`config.mk`:
```
export PLATFORM = sky130hd
export DESIGN_NAME = rom_loader
export DESIGN_NICKNAME = d
export VERILOG_FILES = /design/src/rtl/rom_loader_pkg.sv /design/src/rtl/sync_fifo.sv /design/src/rtl/rom_loader.sv
export SDC_FILE = /design/constraint.sdc
export NUM_CORES = 1
export LEC_CHECK = 0
export BUFFER_PORTS_ARGS = -buffer_cell sky130_fd_sc_hd__buf_2
export CAP_MARGIN = 20
export CORE_UTILIZATION = 50
export CTS_CLUSTER_SIZE = 30
export DETAILED_ROUTE_END_ITERATION = 8
export GPL_ROUTABILITY_DRIVEN = 1
export PLACE_DENSITY_LB_ADDON = 0.12
export SYNTH_ARGS = -nofsm -noshare
export SYNTH_HDL_FRONTEND = slang
export SYNTH_SLANG_ARGS = --single-unit
```
`constraint.sdc`:
```
create_clock -name clk_sys -period 3.6 [get_ports clk_sys]
set_input_delay 0.72 -clock clk_sys [delete_from_list [all_inputs] [get_ports clk_sys]]
set_output_delay 0.72 -clock clk_sys [all_outputs]
set_load 0.02 [all_outputs]
```
`src/rtl/rom_loader_pkg.sv`:
```
// rom_loader_pkg
//   Shared types and helpers for the ROM image write path.
//   ROM_AW      : default ioctl byte-address width
//   rom_entry_t : one buffered word (byte address + byte-swapped data)
//   bswap16     : swaps the two bytes of a 16-bit word
//   issue_state_t : request/ack issue FSM states
package rom_loader_pkg;

  localparam int ROM_AW = 25;

  typedef struct packed {
    logic [ROM_AW-1:0] addr;
    logic [15:0]       data;
  } rom_entry_t;

  typedef enum logic {
    ST_IDLE = 1'b0,
    ST_BUSY = 1'b1
  } issue_state_t;

  function automatic logic [15:0] bswap16(input logic [15:0] w);
    return {w[7:0], w[15:8]};
  endfunction

endpackage

```
`src/rtl/sync_fifo.sv`:
```
// sync_fifo
//   Show-ahead synchronous FIFO with modulo-DEPTH pointers.
//   clk_sys, reset_n : clock, async active-low reset
//   flush            : synchronous clear; a push in the same cycle is kept
//   push / wr_data   : write request (ignored when full, unless flushing)
//   pop              : read request (ignored when empty or flushing)
//   rd_data          : current head entry (valid when !empty)
//   count/full/empty : occupancy
module sync_fifo #(
  parameter int WIDTH = 8,
  parameter int DEPTH = 4
) (
  input  logic                     clk_sys,
  input  logic                     reset_n,
  input  logic                     flush,
  input  logic                     push,
  input  logic [WIDTH-1:0]         wr_data,
  input  logic                     pop,
  output logic [WIDTH-1:0]         rd_data,
  output logic [$clog2(DEPTH):0]   count,
  output logic                     full,
  output logic                     empty
);
  localparam int PW = $clog2(DEPTH);
  localparam int CW = PW + 1;

  logic [WIDTH-1:0] mem [DEPTH];
  logic [PW-1:0]    wr_ptr;
  logic [PW-1:0]    rd_ptr;
  logic [PW-1:0]    wr_idx;
  logic             do_push;
  logic             do_pop;

  assign full    = (count == CW'(DEPTH));
  assign empty   = (count == '0);
  // A flush frees every slot, so a simultaneous push always lands at slot 0.
  assign do_push = push && (flush || !full);
  assign do_pop  = pop && !empty && !flush;
  assign wr_idx  = flush ? '0 : wr_ptr;
  assign rd_data = mem[rd_ptr];

  always_ff @(posedge clk_sys or negedge reset_n) begin
    if (!reset_n) begin
      wr_ptr <= '0;
      rd_ptr <= '0;
      count  <= '0;
    end else begin
      wr_ptr <= do_push ? wr_idx + 1'b1 : wr_idx;
      if (flush)
        rd_ptr <= '0;
      else if (do_pop)
        rd_ptr <= rd_ptr + 1'b1;
      if (flush)
        count <= do_push ? CW'(1) : '0;
      else if (do_push && !do_pop)
        count <= count + 1'b1;
      else if (!do_push && do_pop)
        count <= count - 1'b1;
    end
  end

  always_ff @(posedge clk_sys) begin
    if (do_push)
      mem[wr_idx] <= wr_data;
  end

endmodule

```
`src/rtl/rom_loader.sv`:
```
// rom_loader
//   Write-side front end between the hps_io ioctl download port and the
//   DDR3 ROM store. Buffers ioctl words, byte-swaps them and hands them to
//   ddram one at a time over a toggle request/ack handshake.
//
//   clk_sys, reset_n          : clock, async active-low reset
//   ioctl_download            : download active level
//   ioctl_wr/addr/data        : word strobe, even byte address, file-order data
//   ioctl_wait                : registered back-pressure to hps_io
//   wraddr, din               : address / swapped data presented to ddram
//   we_req, we_ack            : toggle handshake, pending while they differ
//   rom_words                 : highest written word index + 1
//   load_done                 : one-cycle pulse once a finished load is committed
//   overflow                  : sticky, a word arrived while the FIFO was full
//
//   Issue FSM
//   state   | meaning
//   --------+---------------------------------------------------
//   ST_IDLE | no request outstanding, we_req == we_ack
//   ST_BUSY | request issued, waiting for we_ack to match we_req
module rom_loader
  import rom_loader_pkg::*;
#(
  parameter int DEPTH = 4,
  parameter int AW    = ROM_AW
) (
  input  logic          clk_sys,
  input  logic          reset_n,
  input  logic          ioctl_download,
  input  logic          ioctl_wr,
  input  logic [AW-1:0] ioctl_addr,
  input  logic [15:0]   ioctl_data,
  output logic          ioctl_wait,
  output logic [AW-1:0] wraddr,
  output logic [15:0]   din,
  output logic          we_req,
  input  logic          we_ack,
  output logic [AW-2:0] rom_words,
  output logic          load_done,
  output logic          overflow
);
  localparam int CW = $clog2(DEPTH) + 1;
  localparam int EW = $bits(rom_entry_t);

  issue_state_t   state_q, state_d;
  logic           dl_old;
  logic           dl_rise;
  logic           dl_fall;
  logic           wr_ok;
  logic           push_ok;
  logic           issue;
  logic           req_idle;
  logic           done_armed;
  logic           done_cond;
  logic           fifo_full;
  logic           fifo_empty;
  logic [CW-1:0]  fifo_count;
  logic [CW-1:0]  cnt_nx;
  logic [EW-1:0]  fifo_rd;
  rom_entry_t     head;
  rom_entry_t     wr_entry;
  logic [AW-2:0]  word_nx;

  assign dl_rise   = ioctl_download && !dl_old;
  assign dl_fall   = !ioctl_download && dl_old;
  assign wr_ok     = ioctl_wr && ioctl_download;
  // The flush on a rising edge empties the FIFO first, so that write is kept.
  assign push_ok   = wr_ok && (dl_rise || !fifo_full);
  assign req_idle  = (we_req == we_ack);
  assign done_cond = !ioctl_download && fifo_empty && req_idle;
  assign word_nx   = ioctl_addr[AW-1:1] + 1'b1;
  assign wr_entry  = '{addr: ROM_AW'(ioctl_addr), data: bswap16(ioctl_data)};
  assign head      = fifo_rd;

  sync_fifo #(
    .WIDTH (EW),
    .DEPTH (DEPTH)
  ) u_fifo (
    .clk_sys (clk_sys),
    .reset_n (reset_n),
    .flush   (dl_rise),
    .push    (push_ok),
    .wr_data (wr_entry),
    .pop     (issue),
    .rd_data (fifo_rd),
    .count   (fifo_count),
    .full    (fifo_full),
    .empty   (fifo_empty)
  );

  // Occupancy after this edge, used for the registered wait flag.
  always_comb begin
    cnt_nx = dl_rise ? '0 : fifo_count;
    if (push_ok)
      cnt_nx = cnt_nx + 1'b1;
    if (issue)
      cnt_nx = cnt_nx - 1'b1;
  end

  // Words sitting in the FIFO on a rising edge are being discarded, so
  // nothing is issued on that edge.
  always_comb begin
    state_d = state_q;
    issue   = 1'b0;
    case (state_q)
      ST_IDLE: begin
        if (req_idle && !fifo_empty && !dl_rise) begin
          issue   = 1'b1;
          state_d = ST_BUSY;
        end
      end
      ST_BUSY: begin
        if (req_idle) begin
          if (!fifo_empty && !dl_rise)
            issue = 1'b1;
          else
            state_d = ST_IDLE;
        end
      end
      default: state_d = ST_IDLE;
    endcase
  end

  always_ff @(posedge clk_sys or negedge reset_n) begin
    if (!reset_n) begin
      state_q    <= ST_IDLE;
      dl_old     <= 1'b0;
      we_req     <= 1'b0;
      wraddr     <= '0;
      din        <= '0;
      rom_words  <= '0;
      overflow   <= 1'b0;
      ioctl_wait <= 1'b0;
      load_done  <= 1'b0;
      done_armed <= 1'b0;
    end else begin
      state_q <= state_d;
      dl_old  <= ioctl_download;

      if (issue) begin
        wraddr <= head.addr[AW-1:0];
        din    <= head.data;
        we_req <= ~we_req;
      end

      if (dl_rise)
        rom_words <= push_ok ? word_nx : '0;
      else if (push_ok && (word_nx > rom_words))
        rom_words <= word_nx;

      if (dl_rise)
        overflow <= 1'b0;
      else if (wr_ok && fifo_full)
        overflow <= 1'b1;

      // Rising at DEPTH-1 leaves one slot for a write already in flight.
      ioctl_wait <= ioctl_download && (cnt_nx >= CW'(DEPTH - 1));

      load_done <= 1'b0;
      if (dl_rise)
        done_armed <= 1'b0;
      else if (dl_fall)
        done_armed <= 1'b1;
      else if (done_armed && done_cond) begin
        load_done  <= 1'b1;
        done_armed <= 1'b0;
      end
    end
  end

endmodule

```
==> results.py, run 1 <==
metrics = {
    "route": {
        "dr_total_vias": 5948,
        "dr.pass1.iters": 4,
        "routedWlPerCell_microns": 20.04,
        "routed_wl_microns": 21920,
        "viasPerCell": 5.437,
        "ant_nets": 0,
        "drc": 0,
        "drt_iter0_drc": 265,
    },
    "grt": {
        "antenna_found_initial": 0,
        "grt_first_pass_wirelength_microns": 34870,
        "overflow": 0,
        "grt.total_usage_pct": 21.36,
        "met3_usage_pct": 3.260,
        "grtUsageMet2_pct": 36.84,
        "top_usage_layer": "met2",
        "grt_pass1_vias": 6449,
        "grtUsageMet1_pct": 28.23,
        "grt_max_degree": 60,
    },
    "synth": {
        "async_reset_ff_share_pct": 32.23,
        "yosysSeqAreaShare_pct": 66.41,
        "syn_inst": 633,
        "syn_avg_cell_area_sq_um": 16.36,
        "synth_edf_count": 164,
        "ys_warn_count": 0,
        "synth_seq_cells": 242,
        "syn_area_sq_um": 10350,
        "synth_top_area_share_pct": 47.56,
        "synth.largest_area_cell": "edfxtp_1",
        "synth_flop_cell": "edfxtp_1",
        "synth.distinct_cells": 50,
        "synth_area_leaders": "edfxtp_1 (48%), dfrtp_1 (19%), mux4_2 (8.9%), mux2_2 (4.5%), ha_1 (4.0%)",
        "syn-num-nets": 713,
    },
    "sta": {
        "slew_headroom_pct": 38.22,
        "fin_crit_ns": 3.518,
        "hold_viol": 0,
        "fin_ws_ns": 0.08247,
        "worst_pin_slew_ns": 0.9266,
        "fin_worst_skew_ns": 0.01005,
        "final-setup-viol-count": 0,
        "min_period_over_period_pct": 97.71,
        "max_freq_ghz": 0.2843,
        "slew_violations": 0,
    },
    "job": {
        "drv_cap": 0,
    },
    "cts": {
        "clock_sinks": 242,
        "clk_latency_ns": 0.51,
        "numCtsBuffers": 25,
        "htreeDepth": 1,
        "tritoncts": "built",
        "path_clk_slew_ns": 0.06,
        "hold_buffers": 0,
        "root_buffer": "clkbuf_16",
        "clock_path_buffers": 3,
    },
    "setup_path": {
        "timing.rr.start": "dl_old$_DFF_PN0_",
        "critPathKind": "in -> reg",
        "reg2reg_to": "ioctl_wait$_DFF_PN0_",
        "cp-start-kind": "input port",
        "r2r_setup_slack_ns": 1.07,
        "worst_setup_path_end_kind": "flip-flop",
        "arrival_ns": 3.88,
        "critPathRequiredTime_ns": 3.96,
        "crit_path_max_fanout": 6,
        "reg2reg_depth": 11,
    },
    "final_layout": {
        "fin_nets": 886,
        "fin_area_sq_um": 12450,
        "utilization_pct": 61.35,
        "instances_no_fill": 1094,
        "drive_gt1_share_pct": 36.89,
        "diodes": 0,
        "syn_to_final_growth_pct": 20.26,
    },
    "placement": {
        "io_buffers": 114,
        "dp_hpwl_microns": 13950,
        "place_congestion": 0.8884,
        "dpl_cell_area_sq_um": 11600,
        "pre_cts_ws_ns": -0.5709,
        "place_inst": 1045,
    },
    "floorplan": {
        "ios": 115,
        "start_util_pct": 51.01,
        "fp.dieW_microns": 145.9,
        "rows": 52,
        "dieHeight_microns": 145.9,
        "core_sq_um": 20300,
        "die_area_sq_um": 21290,
    },
    "pwr": {
        "power.density_nw_per_um2": 719.5,
        "p_leak_nw": 4.812,
        "vdd_drop_max_v": 0.0004316,
        "power_w": 0.008960,
    },
    "worst_hold_path": {
        "hold_class": "in -> async",
    },
    "outcome": {
        "status": "finished clean",
    },
}
==> cell usage after synthesis (8+ instances only) <==
| library cell | count |
|---|---|
| mux2i_1 | 9 |
| nand4_1 | 10 |
| o21ai_0 | 8 |
| mux2_2 | 41 |
| a21oi_1 | 14 |
| or3_1 | 8 |
| xor2_1 | 13 |
| dfrtp_1 | 78 |
| clkbuf_1 | 11 |
| mux4_2 | 41 |
| edfxtp_1 | 164 |
| ha_1 | 33 |
| xnor2_1 | 20 |
| inv_1 | 42 |
| nand3_1 | 10 |
| nor2_1 | 21 |
| nand2_1 | 28 |
| o31ai_1 | 9 |
| buf_2 | 8 |
==> worst max-delay path by stage <==
stage,from,end,slack (ns),cells after the start
2_1_floorplan,ioctl_addr[1],rom_words[8]$_DFFE_PN0P_,0.09,14
6_report,ioctl_addr[1],rom_words[21]$_DFFE_PN0P_,0.08,17
4_1_cts,ioctl_addr[2],rom_words[21]$_DFFE_PN0P_,0.04,16
3_5_place_dp,ioctl_addr[2],rom_words[21]$_DFFE_PN0P_,-0.57,16
5_1_grt,ioctl_addr[1],rom_words[22]$_DFFE_PN0P_,-0.06,17
3_3_place_gp,ioctl_addr[2],rom_words[21]$_DFFE_PN0P_,-0.38,16
==> area by class of cell <==
type	instances	area [sq um]
clock buffers	43	723.2
clock inverters	2	12.51
fillers	1604	7846
inverters	43	161.4
multi-input cells	324	3277
flip-flops and latches	242	6882
well taps	270	337.8
repair buffers	170	1060
==> cell usage in the layout, fill, tap and decap left out, types with 2 or more instances in the layout <==
cell	count
a211oi_1	2
a21boi_0	6
a21oi_1	14
a2bb2o_1	6
a31oi_1	2
and2_2	4
and4_1	2
buf_12	4
buf_2	111
buf_4	51
buf_6	3
clkbuf_1	15
clkbuf_16	25
clkbuf_8	3
dfrtp_1	76
edfxtp_1	164
ha_1	32
inv_1	42
mux2_2	41
mux2i_1	9
mux4_2	41
nand2_1	28
nand2b_1	2
nand3_1	9
nand4_1	10
nor2_1	21
nor3_1	4
nor4_1	4
nor4_4	2
o21ai_0	7
o21ai_1	8
o31ai_1	9
or3_1	8
xnor2_1	19
xor2_1	12
==> where the power goes <==
| group | internal [W] | leakage (nW) | switching [W] |
|---|---|---|---|
| sequential | 0.00350 | 2.43 | 0.000410 |
| clock | 0.00135 | 0.351 | 0.000985 |
| combinational | 0.00129 | 2.03 | 0.00142 |
| total | 0.00615 | 4.81 | 0.00281 |
==> worst max-delay path, stage by stage <==
cell	delay, ns
clkbuf_4	0.15
ha_4	0.14
nand4_1	0.11
nor4_2	0.33
buf_4	0.18
nand3_2	0.10
xor2_2	0.21
inv_1	0.06
ha_1	0.27
nand4_1	0.22
buf_4	0.24
nor3_4	0.17
a22oi_2	0.09
a41oi_4	0.32
buf_6	0.16
a2bb2o_1	0.27
a21boi_0	0.13
==> stage by stage <==
| step | setup TNS [ns] | hold WS, ns |
|---|---|---|
| after floorplan | 0 | 0.4244 |
| after global placement | -7.606 | 0.4840 |
| after detailed placement | -11.56 | 0.4905 |
| after CTS | 0 | 0.3357 |
| after global routing | -0.3395 | 0.3539 |
| final | 0 | 0.2964 |
==> cells by family (layout without fill, tap and decap cells) <==
family	count (synthesis)	in the layout	synth area share, %
XOR/XNOR	33	33	2.791
AND/OR/NAND/NOR	105	105	5.462
adder cells (fa/ha/maj)	34	34	4.181
multiplexers	91	91	14.25
buffers and inverters	67	258	2.707
AO/OA/AOI/OAI	61	61	4.205
flip-flops	242	242	66.41
==> per-layer routing <==
layer,up-vias,routed length [microns]
met5,-,0
met4,0,437
met3,40,801
met2,121,11030
met1,3035,9655
li1,2752,-
==> sequential cells by signal, indices dropped and copies added, names as in the netlist <==
name and cells:
u_fifo.mem 164, din 16, u_fifo.wr_ptr 2, ioctl_wait 1, overflow 1, u_fifo.rd_ptr 2, dl_old 1, we_req 1
done_armed 1, load_done 1, u_fifo.count 3, rom_words 24, wraddr 25
==> timing repair <==
action | CTS | global route
pin swaps | 0 | 9
setup buffers | 0 | 4
setup endpoints to repair | 5 | 24
gates resized for setup | 2 | 16
No activity file was read; power rests on OpenSTA's default activity.
==> run 2, diff against run 1 <==
--- a/config.mk
+++ b/config.mk
@@ -12,6 +12,7 @@
 export DETAILED_ROUTE_END_ITERATION = 8
 export GPL_ROUTABILITY_DRIVEN = 1
 export PLACE_DENSITY_LB_ADDON = 0.12
+export REMOVE_ABC_BUFFERS = 1
 export SYNTH_ARGS = -nofsm -noshare
 export SYNTH_HDL_FRONTEND = slang
 export SYNTH_SLANG_ARGS = --single-unit
==> results.py, run 2 (synthesis gave the netlist of run 1 again) <==
metrics = {
    "cts": {
        "htreeDepth": 1,
        "clock_sinks": 242,
        "clk_latency_ns": 0.51,
        "tritoncts": "built",
        "numCtsBuffers": 25,
        "path_clk_slew_ns": 0.07,
        "clock_path_buffers": 3,
        "root_buffer": "clkbuf_16",
    },
    "placement": {
        "dp_hpwl_microns": 14670,
        "place_congestion": 0.8177,
        "place_inst": 1056,
        "pre_cts_ws_ns": -0.4658,
        "io_buffers": 114,
    },
    "grt": {
        "overflow": 0,
        "grt_pass1_vias": 6500,
        "grt_max_degree": 56,
        "antenna_found_initial": 0,
        "grt.total_usage_pct": 21.92,
        "grt_first_pass_wirelength_microns": 35510,
    },
    "route": {
        "dr_total_vias": 6056,
        "drt_iter0_drc": 395,
        "drc": 0,
        "viasPerCell": 5.486,
        "dr.pass1.iters": 5,
        "routedWlPerCell_microns": 20.29,
        "routed_wl_microns": 22400,
        "ant_nets": 0,
    },
    "final_layout": {
        "largest_reg_flops": 164,
        "utilization_pct": 62.29,
        "diodes": 0,
        "final_common_cell": "edfxtp_1",
        "drive_gt1_share_pct": 39.21,
        "largestRegisters": "u_fifo.mem (164), wraddr (25), rom_words (24)",
        "syn_to_final_growth_pct": 22.11,
        "top_register": "u_fifo.mem",
        "instances_no_fill": 1104,
        "fin_nets": 896,
        "final_cell_mix": "edfxtp_1 (164), buf_2 (112), dfrtp_1 (76)",
    },
    "sta": {
        "min_period_over_period_pct": 95.06,
        "fin_worst_skew_ns": 0.02625,
        "fin_ws_ns": 0.1779,
        "fin_crit_ns": 3.422,
        "fin_tns_setup_ns": 0,
        "hold_viol": 0,
        "worst_pin_slew_ns": 0.9630,
        "slew_headroom_pct": 35.80,
        "max_freq_ghz": 0.2922,
        "rsz0062_at_grt": "false",
        "final-setup-viol-count": 0,
        "slew_violations": 0,
    },
    "setup_path": {
        "reg2reg_to": "ioctl_wait$_DFF_PN0_",
        "critPathRequiredTime_ns": 4.01,
        "worst_setup_path_end_kind": "flip-flop",
        "reg2reg_depth": 12,
        "crit_cells": 17,
        "r2r_setup_slack_ns": 1.00,
        "timing.rr.start": "dl_old$_DFF_PN0_",
        "critical_path.cell_chain": "clkbuf_4 -> ha_4 -> nand4_1 -> nor4_2 -> buf_4 -> nand3_2 -> xor2_2 -> inv_1 -> ha_1 -> nand4_1 -> buf_4 -> nor3_2 -> a22oi_2 -> a41oi_4 -> buf_6 -> a2bb2o_1 -> a21boi_1",
        "crit_path_max_fanout": 8,
        "cp_num_buf_inv": 5,
        "cp-start-kind": "input port",
        "critPathKind": "in -> reg",
        "cp_top_family": "simple AND/OR/NAND/NOR gates",
        "cpMaxStageDelayCell": "nor4_2",
        "cp_slowest_stage_delay_ns": 0.37,
        "arrival_ns": 3.83,
    },
    "pwr": {
        "power_w": 0.009478,
        "power.density_nw_per_um2": 749.6,
        "p_leak_nw": 4.912,
        "vdd_drop_max_v": 0.0003889,
    },
    "floorplan": {
        "start_util_pct": 51.01,
        "core_sq_um": 20300,
        "fp.dieW_microns": 145.9,
        "ios": 115,
        "die_area_sq_um": 21290,
        "rows": 52,
        "dieHeight_microns": 145.9,
    },
    "job": {
        "drv_cap": 0,
    },
    "worst_hold_path": {
        "hold_class": "in -> async",
    },
    "outcome": {
        "status": "finished clean",
    },
}
-- run 2: cell types whose count changed in the layout (fill, tap and decap cells not counted), sizes merged --
cell      before  now
buf          169  179
clkinvlp       1    3
clkbuf        44   27
bufinv         0    7
inv           43   44
clkinv         1    8
-- run 2: repair_timing --
action,4_1_cts,5_1_grt
setup buffers,0,3
setup endpoints to repair,0,24
gates resized for setup,0,18
hold buffers,0,0
-- run 2: routing by layer --
layer	track usage (%)	wire, microns	vias to the layer above
met5	0	0	-
met4	5.684	425	0
li1	-	-	2774
met1	30.02	9890	3100
met3	3.041	1039	30
met2	37.11	11050	152
-- run 2: worst max-delay path by stage --
| stage | start | endpoint | slack [ns] |
|---|---|---|---|
| floorplan | ioctl_download | u_fifo.count[2]$_DFFE_PN0P_ | -2.15 |
| global placement | ioctl_addr[12] | rom_words[9]$_DFFE_PN0P_ | -0.33 |
| detailed placement | ioctl_addr[1] | rom_words[23]$_DFFE_PN0P_ | -0.47 |
| CTS | ioctl_addr[1] | rom_words[23]$_DFFE_PN0P_ | 0.06 |
| global route | ioctl_addr[1] | rom_words[12]$_DFFE_PN0P_ | 0.002 |
| finish | ioctl_addr[1] | rom_words[18]$_DFFE_PN0P_ | 0.18 |
-- run 2: report_power, final --
part | leakage (nW) | switching, W | internal (W)
Sequential | 2.43 | 0.000393 | 0.00350
Combinational | 2.04 | 0.00146 | 0.00130
Clock | 0.442 | 0.00105 | 0.00178
Total | 4.91 | 0.00290 | 0.00658
-- run 2: worst reg2reg max path, cell delays in order (launching register included) --
cell,delay [ns]
dfrtp_1,0.39
inv_1,0.07
ha_1,0.19
buf_4,0.30
nor2_1,0.10
ha_1,0.31
mux2i_1,0.24
ha_1,0.19
nor3b_1,0.24
xnor2_1,0.09
nor2_1,0.12
xor2_1,0.16
a21oi_1,0.08
-- run 2: stage by stage --
step / cell area, sq um / hold slack, ns
after floorplan: 10240 / 0.4244
final: 12640 / 0.3111
after global routing: 12640 / 0.3688
after global placement: 11650 / 0.4839
after detailed placement: 11650 / 0.4903
after CTS: 12560 / 0.3333
-- run 2: final cells by class --
cell class	instances	area, sq um
fill	1549	7655
sequential	242	6882
multi-input combinational	324	3256
timing repair buffer	180	1095
clock buffer	26	629.4
tap	270	337.8
clock inverter	19	284.0
inverter	43	161.4
